**src/rtl/blnk_mf_if.sv**
```systemverilog
// Blank/sync and MISR-control signal bundle for blnk_mf.
// master drives the raw video/control inputs; slave is the blnk_mf block.
interface blnk_mf_if #(
    parameter int NCH    = 3,
    parameter int CNT_W  = 12,
    parameter int DSEL_W = 2,
    parameter int FRM_W  = 4
) ();

    // Inputs to the block
    logic              blankx;
    logic              misr_cntl;
    logic [NCH-1:0]    comp;
    logic [DSEL_W-1:0] dly_sel;
    logic [CNT_W-1:0]  vs_thresh;
    logic [FRM_W-1:0]  frame_cnt;

    // Outputs from the block
    logic              hsync;
    logic              vsync;
    logic              vsync_m1;
    logic              blank_d;
    logic              blank_d2;
    logic [NCH-1:0]    lcomp;
    logic              init_crc;
    logic              enable_crc;
    logic              misr_done;
    logic              misr_busy;

    modport master (
        output blankx, misr_cntl, comp, dly_sel, vs_thresh, frame_cnt,
        input  hsync, vsync, vsync_m1, blank_d, blank_d2, lcomp,
               init_crc, enable_crc, misr_done, misr_busy
    );

    modport slave (
        input  blankx, misr_cntl, comp, dly_sel, vs_thresh, frame_cnt,
        output hsync, vsync, vsync_m1, blank_d, blank_d2, lcomp,
               init_crc, enable_crc, misr_done, misr_busy
    );

endinterface

```
**src/rtl/blnk_mf.sv**
```systemverilog
// blnk_mf: blank/sync derivation and MISR capture sequencing in the pixclk domain.
// hsync follows !blankx; vsync/vsync_m1 come from a long blank run; blankx is
// delayed through a selectable pipeline; a small FSM seeds and enables the CRC
// over a programmable number of frames and flags completion.
module blnk_mf #(
    parameter int NCH     = 3,
    parameter int CNT_W   = 12,
    parameter int DLY_MAX = 3,
    parameter int DSEL_W  = 2,
    parameter int FRM_W   = 4
) (
    input logic      pixclk,
    input logic      reset,
    blnk_mf_if.slave bus
);

    typedef enum logic [1:0] {
        IDLE = 2'd0,
        INIT = 2'd1,
        RUN  = 2'd2,
        DONE = 2'd3
    } state_t;

    state_t             state;
    state_t             state_nxt;

    logic [CNT_W-1:0]   run_cnt;
    logic [CNT_W-1:0]   thr_m1;
    logic               thr_nz;
    logic               vsync_r;
    logic               vsync_m1_r;
    logic               vs1;
    logic               vrise;
    logic               vfall;

    logic [3:0]         fix_dly;
    logic [DLY_MAX:0]   tap_v;
    logic [DSEL_W-1:0]  sel_c;
    logic               tap;
    logic               blank_d_r;
    logic               blank_d1;
    logic               blank_d2_r;

    logic [NCH-1:0]     lcomp_r;
    logic [1:0]         msync_ff;
    logic               msync;

    logic [FRM_W-1:0]   rem;
    logic [FRM_W-1:0]   rem_nxt;
    logic               init_crc_c;
    logic               enable_crc_i;
    logic               misr_done_c;
    logic               misr_busy_c;

    assign thr_nz = (bus.vs_thresh != '0);
    assign thr_m1 = bus.vs_thresh - CNT_W'(1);

    // Blank-run length counter: cleared during active video, saturates at all-ones
    always_ff @(posedge pixclk or negedge reset) begin
        if (!reset) begin
            run_cnt <= '0;
        end else if (bus.blankx) begin
            run_cnt <= '0;
        end else if (run_cnt != '1) begin
            run_cnt <= run_cnt + CNT_W'(1);
        end
    end

    // vsync and its one-cycle-early twin: set once the run hits the threshold, held until active video
    always_ff @(posedge pixclk or negedge reset) begin
        if (!reset) begin
            vsync_r    <= 1'b0;
            vsync_m1_r <= 1'b0;
        end else if (bus.blankx) begin
            vsync_r    <= 1'b0;
            vsync_m1_r <= 1'b0;
        end else begin
            if (thr_nz && (run_cnt == bus.vs_thresh)) begin
                vsync_r <= 1'b1;
            end
            if (thr_nz && (run_cnt == thr_m1)) begin
                vsync_m1_r <= 1'b1;
            end
        end
    end

    // vsync history for edge detection
    always_ff @(posedge pixclk or negedge reset) begin
        if (!reset) begin
            vs1 <= 1'b0;
        end else begin
            vs1 <= vsync_r;
        end
    end

    assign vrise = vsync_r & ~vs1;
    assign vfall = vs1 & ~vsync_r;

    // Fixed four-stage blank delay
    always_ff @(posedge pixclk or negedge reset) begin
        if (!reset) begin
            fix_dly <= '0;
        end else begin
            fix_dly <= {fix_dly[2:0], bus.blankx};
        end
    end

    assign tap_v[0] = fix_dly[3];

    generate
        if (DLY_MAX > 0) begin : g_ext
            logic [DLY_MAX-1:0] ext;

            // Optional extra stages; the mux below picks how many are used
            always_ff @(posedge pixclk or negedge reset) begin
                if (!reset) begin
                    ext <= '0;
                end else begin
                    ext[0] <= fix_dly[3];
                    for (int unsigned i = 1; i < DLY_MAX; i++) begin
                        ext[i] <= ext[i-1];
                    end
                end
            end

            assign tap_v[DLY_MAX:1] = ext;
        end
    endgenerate

    assign sel_c = (bus.dly_sel > DSEL_W'(DLY_MAX)) ? DSEL_W'(DLY_MAX) : bus.dly_sel;

    // Tap select for the extra delay; tap 0 is the fixed-stage output
    always_comb begin
        tap = tap_v[0];
        for (int unsigned i = 1; i <= DLY_MAX; i++) begin
            if (sel_c == DSEL_W'(i)) begin
                tap = tap_v[i];
            end
        end
    end

    // Output delay stages blank_d -> blank_d1 -> blank_d2
    always_ff @(posedge pixclk or negedge reset) begin
        if (!reset) begin
            blank_d_r  <= 1'b0;
            blank_d1   <= 1'b0;
            blank_d2_r <= 1'b0;
        end else begin
            blank_d_r  <= tap;
            blank_d1   <= blank_d_r;
            blank_d2_r <= blank_d1;
        end
    end

    // Compare bits are tracked during delayed blanking and frozen during active video
    always_ff @(posedge pixclk or negedge reset) begin
        if (!reset) begin
            lcomp_r <= '0;
        end else if (!blank_d1) begin
            lcomp_r <= bus.comp;
        end
    end

    // Two-flop synchroniser for the asynchronous MISR request
    always_ff @(posedge pixclk or negedge reset) begin
        if (!reset) begin
            msync_ff <= '0;
        end else begin
            msync_ff <= {msync_ff[0], bus.misr_cntl};
        end
    end

    assign msync = msync_ff[1];

    // MISR FSM state and remaining-frame register
    always_ff @(posedge pixclk or negedge reset) begin
        if (!reset) begin
            state <= IDLE;
            rem   <= '0;
        end else begin
            state <= state_nxt;
            rem   <= rem_nxt;
        end
    end

    // MISR FSM next state and Moore outputs; abort outranks a coincident vrise
    always_comb begin
        state_nxt    = state;
        rem_nxt      = rem;
        init_crc_c   = 1'b0;
        enable_crc_i = 1'b0;
        misr_done_c  = 1'b0;
        misr_busy_c  = 1'b0;
        case (state)
            IDLE: begin
                if (vfall && msync) begin
                    state_nxt = INIT;
                end
            end
            INIT: begin
                init_crc_c  = 1'b1;
                misr_busy_c = 1'b1;
                rem_nxt     = (bus.frame_cnt == '0) ? FRM_W'(1) : bus.frame_cnt;
                state_nxt   = RUN;
            end
            RUN: begin
                enable_crc_i = 1'b1;
                misr_busy_c  = 1'b1;
                if (!msync) begin
                    state_nxt = IDLE;
                end else if (vrise) begin
                    if (rem <= FRM_W'(1)) begin
                        state_nxt = DONE;
                    end else begin
                        rem_nxt = rem - FRM_W'(1);
                    end
                end
            end
            DONE: begin
                misr_done_c = 1'b1;
                if (vfall) begin
                    state_nxt = msync ? INIT : IDLE;
                end
            end
            default: begin
                state_nxt = IDLE;
            end
        endcase
    end

    assign bus.hsync      = ~bus.blankx;
    assign bus.vsync      = vsync_r;
    assign bus.vsync_m1   = vsync_m1_r;
    assign bus.blank_d    = blank_d_r;
    assign bus.blank_d2   = blank_d2_r;
    assign bus.lcomp      = lcomp_r;
    assign bus.init_crc   = init_crc_c;
    assign bus.enable_crc = enable_crc_i & blank_d2_r;
    assign bus.misr_done  = misr_done_c;
    assign bus.misr_busy  = misr_busy_c;

endmodule

```
**src/flat_wrapper.sv**
```systemverilog
// flat-port wrapper written by rule: the top's interface ports become plain ports
module blnk_mf_flat 
#(
    parameter int NCH     = 3,
    parameter int CNT_W   = 12,
    parameter int DLY_MAX = 3,
    parameter int DSEL_W  = 2,
    parameter int FRM_W   = 4
)
  (pixclk, reset, bus_blankx, bus_misr_cntl, bus_comp, bus_dly_sel, bus_vs_thresh, bus_frame_cnt, bus_hsync, bus_vsync, bus_vsync_m1, bus_blank_d, bus_blank_d2, bus_lcomp, bus_init_crc, bus_enable_crc, bus_misr_done, bus_misr_busy);
  blnk_mf_if #(.NCH(NCH), .CNT_W(CNT_W), .DSEL_W(DSEL_W), .FRM_W(FRM_W)) bus_i ();
  input logic pixclk;
  input logic reset;
  input wire logic [$bits(bus_i.blankx)-1:0] bus_blankx;
  input wire logic [$bits(bus_i.misr_cntl)-1:0] bus_misr_cntl;
  input wire logic [$bits(bus_i.comp)-1:0] bus_comp;
  input wire logic [$bits(bus_i.dly_sel)-1:0] bus_dly_sel;
  input wire logic [$bits(bus_i.vs_thresh)-1:0] bus_vs_thresh;
  input wire logic [$bits(bus_i.frame_cnt)-1:0] bus_frame_cnt;
  output wire logic [$bits(bus_i.hsync)-1:0] bus_hsync;
  output wire logic [$bits(bus_i.vsync)-1:0] bus_vsync;
  output wire logic [$bits(bus_i.vsync_m1)-1:0] bus_vsync_m1;
  output wire logic [$bits(bus_i.blank_d)-1:0] bus_blank_d;
  output wire logic [$bits(bus_i.blank_d2)-1:0] bus_blank_d2;
  output wire logic [$bits(bus_i.lcomp)-1:0] bus_lcomp;
  output wire logic [$bits(bus_i.init_crc)-1:0] bus_init_crc;
  output wire logic [$bits(bus_i.enable_crc)-1:0] bus_enable_crc;
  output wire logic [$bits(bus_i.misr_done)-1:0] bus_misr_done;
  output wire logic [$bits(bus_i.misr_busy)-1:0] bus_misr_busy;
  assign bus_i.blankx = bus_blankx;
  assign bus_i.misr_cntl = bus_misr_cntl;
  assign bus_i.comp = bus_comp;
  assign bus_i.dly_sel = bus_dly_sel;
  assign bus_i.vs_thresh = bus_vs_thresh;
  assign bus_i.frame_cnt = bus_frame_cnt;
  assign bus_hsync = bus_i.hsync;
  assign bus_vsync = bus_i.vsync;
  assign bus_vsync_m1 = bus_i.vsync_m1;
  assign bus_blank_d = bus_i.blank_d;
  assign bus_blank_d2 = bus_i.blank_d2;
  assign bus_lcomp = bus_i.lcomp;
  assign bus_init_crc = bus_i.init_crc;
  assign bus_enable_crc = bus_i.enable_crc;
  assign bus_misr_done = bus_i.misr_done;
  assign bus_misr_busy = bus_i.misr_busy;
  blnk_mf #(.NCH(NCH), .CNT_W(CNT_W), .DLY_MAX(DLY_MAX), .DSEL_W(DSEL_W), .FRM_W(FRM_W)) u_core (.pixclk(pixclk), .reset(reset), .bus(bus_i));
endmodule
```
**config.mk**
```make
export PLATFORM = sky130hd
export DESIGN_NAME = blnk_mf_flat
export DESIGN_NICKNAME = d
export VERILOG_FILES = /design/src/rtl/blnk_mf_if.sv /design/src/rtl/blnk_mf.sv /design/src/flat_wrapper.sv
export SDC_FILE = /design/constraint.sdc
export NUM_CORES = 1
export LEC_CHECK = 0
export CAP_MARGIN = 20
export CORE_MARGIN = 2
export CORE_UTILIZATION = 40
export DETAILED_ROUTE_END_ITERATION = 10
export GPL_ROUTABILITY_DRIVEN = 0
export PLACE_DENSITY = 0.73
export SLEW_MARGIN = 20
export SYNTH_ARGS = -nofsm -noshare
export SYNTH_HDL_FRONTEND = slang
export SYNTH_SLANG_ARGS = --single-unit
export TNS_END_PERCENT = 1
```
**constraint.sdc**
```tcl
create_clock -name pixclk -period 5.83 [get_ports pixclk]
set_clock_uncertainty 0.15 [all_clocks]
set_input_delay 0.8745 -clock pixclk [delete_from_list [all_inputs] [get_ports pixclk]]
set_output_delay 0.8745 -clock pixclk [all_outputs]
set_load 0.02 [all_outputs]
```
# Yosys cells after proc, flatten, opt, wreduce, memory -nomap -nowiden
# Cells that the tools add are included.
word_totals:
  register_bits: 36
  output_inout_bits: 12
classes:
  n_addsub: 3
  order_cmp: 2
  n_eq_ne: 16
  muxes: 26
  bitwise_logic: 6
  n_reduce_logical: 13
ops:
  columns: ["operator", "count"]
  rows:
  - ["$eq A12 B12 Y1", 2]
  - ["$mux W12", 2]
  - ["$mux W4", 4]
  - ["$add A12 B1 Y12 const B", 1]
  - ["$mux W1", 12]
  - ["$mux W2", 6]
  - ["$ne A12 B12 Y1 const B", 1]
  - ["$reduce_bool A12 Y1", 1]
  - ["$sub A12 B1 Y12 const B", 1]
  - ["$eq A2 B2 Y1 const B", 4]
  - ["$ne A2 B1 Y1 const B", 4]
  - ["$pmux W2 S4", 1]
  - ["$pmux W4 S2", 1]
  - ["$reduce_and A4 Y1", 2]
  - ["$reduce_bool A2 Y1", 4]
  - ["$eq A2 B1 Y1 const B", 2]
  - ["$le A4 B1 Y1 const B", 1]
  - ["$logic_not A4 Y1", 1]
  - ["$sub A4 B1 Y4 const B", 1]
  - ["$and A1 B1 Y1", 3]
  - ["$logic_and A1 B1 Y1", 3]
  - ["$ne A3 B2 Y1 const B", 1]
  - ["$ne A3 B3 Y1 const B", 1]
  - ["$not A1 Y1", 3]
  - ["4 further kinds", 4]

# Longest topological paths before layout
# Gate-level depths: netlist of the first run.
logic_depth:
  word_depth: 6
  mapped_depth: 8
  depth_no_buf: 8

# Worst setup path before layout of the first run
# No wires, ideal clock.
synth_timing:
  path_type: "input to register"
  from: "input port bus_vs_thresh[5]"
  to: "register u_core.vsync_m1_r, in the netlist u_core.bus.vsync_m1"
  setup_time_ns: 0.101
  t_arrival_ns: 2.571
  slack_ns: 3.008
  path_stages: 7
  path_cell_list: "buf_2 -> nor4_4 -> or3b_4 -> xor2_1 -> nor4_2 -> o2111ai_1 -> o32ai_1"
synth_via:
  elab_chain_len: 4
  elab_cells_between_ends: 5
  classes_between: "1 x add/sub; 1 x eq/ne; 3 x reduce/logical"
synth_rtl:
  columns: ["element", "line", "text"]
  rows:
  - ["from (decl)", "flat_wrapper.sv:18", "input wire logic [$bits(bus_i.vs_thresh)-1:0] bus_vs_thresh;"]
  - ["$sub A12 B1 Y12", "blnk_mf.sv:56", "assign thr_m1 = bus.vs_thresh - CNT_W'(1);"]
  - ["$eq A12 B12 Y1", "blnk_mf.sv:81", "if (thr_nz && (run_cnt == thr_m1)) begin"]
  - ["$logic_and A1 B1 Y1 *", "blnk_mf.sv:81", null]
  - ["$reduce_bool A2 Y1 (no source line) *", null, null]
  - ["to (signal assigned)", "blnk_mf.sv:73", "vsync_m1_r <= 1'b0;"]
  - ["to (signal assigned)", "blnk_mf.sv:76", "vsync_m1_r <= 1'b0;"]
  - ["to (signal assigned)", "blnk_mf.sv:82", "vsync_m1_r <= 1'b1;"]
  - ["to (decl)", "blnk_mf.sv:31", "logic vsync_m1_r;"]
# Mark *: on every way between the ends. The rest lies on a longest branch, timed or not.
# A chain may end at the register's enable or synchronous reset.

# Worst setup path in the final report of the first run
layout_timing:
  from: "input port bus_blankx"
  to: "output port bus_hsync"
layout_via:
  elab_chain_len: 1
layout_rtl:
  columns: ["element", "line", "text"]
  rows:
  - ["from (decl)", "flat_wrapper.sv:14", "input wire logic [$bits(bus_i.blankx)-1:0] bus_blankx;"]
  - ["$not A1 Y1", "blnk_mf.sv:231", "assign bus.hsync = ~bus.blankx;"]
  - ["to (decl)", "flat_wrapper.sv:20", "output wire logic [$bits(bus_i.hsync)-1:0] bus_hsync;"]
# No other way between the ends.

==> out/metrics.csv, run 1 <==
stage,metric,value,unit
clock_network,cts_resized,0,
min_path,min_path_type,register to register,
synthesis,synth_flop_cell,dfrtp_1,
cells_and_area,area_growth,24.6,%
global_route,grt_pass1_wl,7250,µm
critical_path,reg2reg_from,u_core.state[0],
placed_design,pre_cts_slack,2300,ps
critical_path,cp_max_fo,16,
die,initial_core_util,41.5,%
critical_path,r2r-end,u_core.rem[0],
timing,setup_violations,0,
synthesis,synthCells,216,
route,viasPerCell,5.13,
cells_and_area,fillers,487,
timing,slew_headroom,48.7,%
clock_network,cts_root_buffer,clkbuf_8,
cells_and_area,nets,284,
timing,rsz0062_at_grt,false,
route,antenna_left,0,
critical_path,start_kind,input port,
synthesis,ys_seq_area_share,42.5,%
clock_network,cts_buffers,5,
cells_and_area,seqCellArea,901,µm²
clock_network,clock_path_buffers,2,
clock_network,insertion_delay,280,ps
clock_network,htreeDepth,2,
synthesis,syn-num-nets,249,
outcome,status,"finished, final reports clean",
die,die_h,76.8,µm
route,detail_route.iter0.violations,68,
cells_and_area,finalInstanceArea,2640,µm²
placed_design,placed_area,2530,µm²
synthesis,ys_types,46,
route,routed_wl,4140,µm
route,drc,0,
min_path,min_from,u_core.fix_dly[1],
power,power_density,297,nW/µm²
clock_network,cts_hold_buf,0,
synthesis,synth_area,2120,µm²
clock_network,clkSinkCount,36,
power,ir_drop,0.184,mV
global_route,grt_remaining_overflow,0,
die,rows,26,
die,fp.coreArea,5110,µm²
synthesis,yosysWarnings,0,
synthesis,async_flop_share,100,%
critical_path,worst-setup-path-type,input port to output pin,
timing,fmax,290,MHz
timing,hold_violations,0,
die,die_w,76.8,µm
critical_path,r2r_setup_slack,3520,ps
timing,slew_violations,0,
timing,layout_setup_ws,2390,ps
cells_and_area,layout-drive-gt1-share,7.54,%
clock_network,path_clk_slew,70,ps
clock_network,cts_tree,done,
global_route,groute.usage.overall,15.0,%
power,p_leak,1.07,nW
clock_network,cts_setup_buffers,0,
die,die_area,5900,µm²
global_route,grt_start_max_net_pins,37,
critical_path,worst_setup_path_end_kind,output pin,
placed_design,hpwl,3160,µm
power,power,784,µW
min_path,min_to,u_core.fix_dly[2],
die,top_level_ports,37,
route,vias,1653,
synthesis,syn_area_per_cell,9.81,µm²
route,wl_per_cell,12.9,µm
timing,tns,0,ps
global_route,grt_pass1_vias,1609,
cells_and_area,num_antenna_cells,0,
placed_design,port_buffers,36,
critical_path,worstPathArrival,2420,ps
timing,worstMarginPinSlew,770,ps
cells_and_area,multi_input_area,1140,µm²
critical_path,r2r_cells,6,
timing,post-route-min-period,3440,ps
critical_path,required,4810,ps
global_route,antenna_found_initial,0,
route,first_pass_iters,4,
synthesis,synth-edff-count,0,
min_path,holdPathStages,0,
timing,period_share,59.1,%
synthesis,ys_seq_elements,36,
flow_run,cap_violations,0,
==> layout by cell type (no fill, tap or decap), types with 2 or more instances in the layout <==
cell type / netlist / routed
dfrtp_1: 36 / 36
clkdlybuf4s50_1: 0 / 35
nor2_1: 19 / 19
xnor2_1: 18 / 18
nand2_1: 13 / 13
inv_1: 12 / 12
a21oi_1: 11 / 11
xor2_1: 8 / 8
nor3_1: 8 / 8
o21ai_0: 8 / 8
ha_1: 8 / 8
nand3_1: 7 / 7
nand4_1: 6 / 6
mux2i_1: 6 / 6
clkbuf_8: 0 / 5
and2_1: 4 / 4
nand2b_1: 3 / 3
mux2_2: 3 / 3
nor4b_1: 3 / 3
a211oi_1: 3 / 3
and4_1: 2 / 2
o311ai_0: 2 / 2
o22ai_1: 2 / 2
o31ai_1: 2 / 2
o211a_1: 2 / 2
nor2b_1: 2 / 2
==> report_power, final <==
part	switching, mW	internal, mW	leakage [nW]
clock	0.0852	0.126	0.0541
combinational	0.141	0.121	0.564
sequential	0.0281	0.282	0.453
total	0.254	0.530	1.07
==> through the flow <==
stage | cells | utilization (%) | hold WS, ps
global placement | 314 | 49.5 | 186
floorplan | 216 | - | 181
CTS | 322 | 51.7 | 202
finish | 322 | 51.7 | 200
global route | 322 | 51.7 | 210
detailed placement | 314 | 49.5 | 186
==> critical path: stages <==
cell and delay [ps]:
clkdlybuf4s50_1 850, inv_1 130, clkdlybuf4s50_1 570
==> synthesized netlist by cell type (all sizes together) (5+ instances only) <==
master | number | area share [%]
nand2 | 13 | 2.3
mux2i | 6 | 2.8
nand4 | 6 | 1.8
nor2 | 19 | 3.4
dfrtp | 36 | 43
o21ai | 8 | 1.9
a21oi | 11 | 2.6
xnor2 | 18 | 7.4
nand3 | 7 | 1.7
xor2 | 8 | 3.3
ha | 8 | 4.7
clkbuf | 5 | 0.89
inv | 12 | 2.1
nor3 | 8 | 1.9
==> cells by family after synthesis <==
family          count (synthesis)  share of synthesized area [%]
fa+ha+maj                       8                           4.72
mux                            10                           5.49
xor+xnor                       26                           10.7
compound gates                 38                           11.7
buf+inv                        20                           3.72
flops                          36                           42.5
simple gates                   78                           21.1
==> final cells by class <==
class                           count  share of cell area, %
Inverter                           12                   1.71
Clock buffer                        5                   2.61
Sequential cell                    36                   34.1
Tap cell                           70                   3.32
Multi-Input combinational cell    160                   43.2
Clock inverter                      3                   1.61
Timing Repair Buffer               36                   13.5
==> routing by layer <==
| layer | vias to the layer above | part of all wire (%) | GRT usage, % | routed length, µm |
|---|---|---|---|---|
| li1 | 839 | - | - | - |
| met4 | 0 | 0.36 | 3.82 | 15 |
| met3 | 2 | 3.3 | 2.82 | 136 |
| met1 | 792 | 50 | 21.2 | 2070 |
| met5 | - | 0 | 0 | 0 |
| met2 | 20 | 46 | 23.7 | 1920 |
==> sequential cells by signal (all words and copies together), names as in the netlist, 2 cells and up <==
name,count
u_core.bus.lcomp,3
u_core.fix_dly,4
u_core.g_ext.ext,3
u_core.msync_ff,2
u_core.rem,4
u_core.run_cnt,12
u_core.state,2
==> worst max-delay path by stage <==
stage | from | end
global route | bus_blankx | bus_hsync
floorplan | bus_vs_thresh[5] | u_core.bus.vsync_m1
finish | bus_blankx | bus_hsync
global placement | bus_vs_thresh[4] | u_core.bus.vsync_m1
detailed placement | bus_vs_thresh[4] | u_core.bus.vsync_m1
CTS | bus_blankx | bus_hsync
Power figures use the tool's default switching activity.
==> run 2: changes to the inputs <==
==> constraint.sdc (replaced) <==
create_clock -name pixclk -period 3.2 [get_ports pixclk]
set_clock_uncertainty 0.15 [all_clocks]
set_input_delay 0.48 -clock pixclk [delete_from_list [all_inputs] [get_ports pixclk]]
set_output_delay 0.48 -clock pixclk [all_outputs]
set_load 0.02 [all_outputs]
==> out/metrics.csv, run 2 (synthesis gave the netlist of run 1 again) <==
stage,metric,value,unit,change
cells_and_area,num_antenna_cells,0,,unchanged
power,p_clk_share,23.5,%,-3.5 points
route,routed_wl,4290,µm,+3.7%
route,first_pass_iters,4,,unchanged
clock_network,cts_tree,done,,
timing,post-route-min-period,2770,ps,
power,seqPwrFrac,41.2,%,+1.6 points
die,die_w,76.8,µm,unchanged
critical_path,r2r_cells,6,,unchanged
die,die_area,5900,µm²,unchanged
timing,fmax,361,MHz,
timing,period_share,86.6,%,
die,top_level_ports,37,,unchanged
critical_path,cp_max_fo,5,,-11
critical_path,worst-setup-path-type,input port to register,,
outcome,status,"finished, final reports clean",,
route,drc,0,,unchanged
cells_and_area,mostFrequentLayoutCells,"dfrtp_1, clkdlybuf4s50_1, nor2_1",,
clock_network,clock_path_buffers,2,,unchanged
clock_network,cts_hold_buf,0,,unchanged
global_route,grt_pass1_vias,1562,,-2.9%
clock_network,cts_root_buffer,clkbuf_8,,
route,antenna_left,0,,unchanged
timing,worstMarginPinSlew,743,ps,-26.9 ps
cells_and_area,finalInstanceArea,2670,µm²,+1.0%
power,swShare,33.6,%,+1.2 points
timing,layout_setup_ws,427,ps,-1960 ps
cells_and_area,top_regs,"u_core.run_cnt (12), u_core.fix_dly (4), u_core.rem (4)",,
critical_path,start_kind,input port,,
clock_network,htreeDepth,2,,unchanged
global_route,grt_pass1_wl,7230,µm,-0.28%
critical_path,worstPathArrival,2810,ps,+390 ps
timing,slew_violations,0,,unchanged
clock_network,cts_setup_buffers,0,,unchanged
route,wl_per_cell,13.1,µm,+1.8%
route,vias,1699,,+2.8%
cells_and_area,fillers,470,,-3.5%
timing,setup_violations,0,,unchanged
route,viasPerCell,5.18,,+0.90%
flow_run,cap_violations,0,,unchanged
placed_design,placed_area,2570,µm²,+1.8%
critical_path,r2r-end,u_core.rem[0],,
min_path,min_path_type,input port to async pin,,
die,initial_core_util,41.5,%,unchanged
cells_and_area,layout-drive-gt1-share,9.30,%,+1.8 points
placed_design,port_buffers,36,,unchanged
power,internal_power,914,µW,+73%
placed_design,hpwl,3250,µm,+2.6%
die,die_h,76.8,µm,unchanged
global_route,grt_start_max_net_pins,37,,unchanged
die,fp.coreArea,5110,µm²,unchanged
critical_path,r2r_setup_slack,850,ps,-2670 ps
clock_network,insertion_delay,280,ps,about the same
cells_and_area,area_growth,25.9,%,
power,p_leak,1.09,nW,+1.9%
clock_network,cts_buffers,5,,unchanged
cells_and_area,nets,290,,+2.1%
clock_network,path_clk_slew,70,ps,about the same
clock_network,cts_resized,0,,unchanged
critical_path,required,3230,ps,-1580 ps
global_route,grt_remaining_overflow,0,,unchanged
power,power_density,516,nW/µm²,+74%
die,rows,26,,unchanged
timing,slew_headroom,50.5,%,+1.8 points
timing,rsz0062_at_grt,false,,
power,switchingPower,462,µW,+82%
timing,tns,0,ps,unchanged
critical_path,reg2reg_from,u_core.state[0],,
critical_path,worst_setup_path_end_kind,register,,
cells_and_area,largest_register_ffs,12,,unchanged
clock_network,clkSinkCount,36,,unchanged
cells_and_area,final_common_cell,dfrtp_1,,
route,detail_route.iter0.violations,113,,+66%
global_route,groute.usage.overall,15.0,%,+0.018 points
cells_and_area,regMostFlops,u_core.run_cnt,,
global_route,antenna_found_initial,0,,unchanged
placed_design,pre_cts_slack,123,ps,-2180 ps
timing,hold_violations,0,,unchanged
power,pwr-share-comb,35.3,%,+1.9 points
power,ir_drop,0.299,mV,+63%
run 2: cell count changes in the layout (fill, tap and decap cells not counted), sizes merged:
cell and delta:
buf +6, clkbuf +2, bufinv -1, clkinv -1
run 2: worst max-delay path: stages:
cell	delay, ps
clkdlybuf4s50_1	470
or4_4	600
or3b_4	420
xor2_1	180
nor4_2	260
o2111ai_1	150
o32ai_1	250
run 2: worst max-delay path by stage:
| stage | to | slack (ps) | start | cells after the start |
|---|---|---|---|---|
| 2_1_floorplan | u_core.bus.vsync_m1 | 770 | bus_vs_thresh[5] | 7 |
| 3_3_place_gp | u_core.bus.vsync_m1 | 230 | bus_vs_thresh[1] | 7 |
| 3_5_place_dp | u_core.bus.vsync_m1 | 120 | bus_vs_thresh[1] | 7 |
| 4_1_cts | u_core.bus.vsync_m1 | 430 | bus_vs_thresh[1] | 7 |
| 5_1_grt | u_core.bus.vsync_m1 | 220 | bus_vs_thresh[0] | 9 |
| 6_report | u_core.bus.vsync_m1 | 430 | bus_vs_thresh[1] | 7 |
run 2: per-stage QoR:
step                      power (mW)  instances  hold WS (ps)  util (%)
after floorplan                0.885        216          34.4         -
after global placement          1.05        320           184      50.4
after detailed placement        1.06        320           186      50.4
after CTS                       1.39        328           137      52.2
after global routing            1.47        328           186      52.2
final                           1.38        328           114      52.2
run 2: final cells by class:
type	instances	area, µm²	share of cell area, %
multi-input combinational	160	1140	42.7
sequential	36	901	33.8
timing repair buffer	42	400	15.0
tap	70	87.6	3.28
clock buffer	7	86.3	3.24
inverter	12	45.0	1.69
clock inverter	1	7.51	0.281
run 2: power groups by stage:
stage               clock [mW]  sequential [mW]  combinational [mW]
CTS                      0.334            0.565               0.492
global route             0.357            0.573               0.542
detailed placement           0            0.573               0.489
global placement             0            0.572               0.475
floorplan                    0            0.573               0.312
finish                   0.323            0.566               0.486
run 2: routing by layer:
layer / wire [µm] / GRT usage [%] / vias up
li1: - / - / 848
met1: 2000 / 20.0 / 819
met2: 2080 / 24.3 / 28
met3: 179 / 2.82 / 4
met4: 38 / 5.45 / 0
met5: 0 / 0 / -
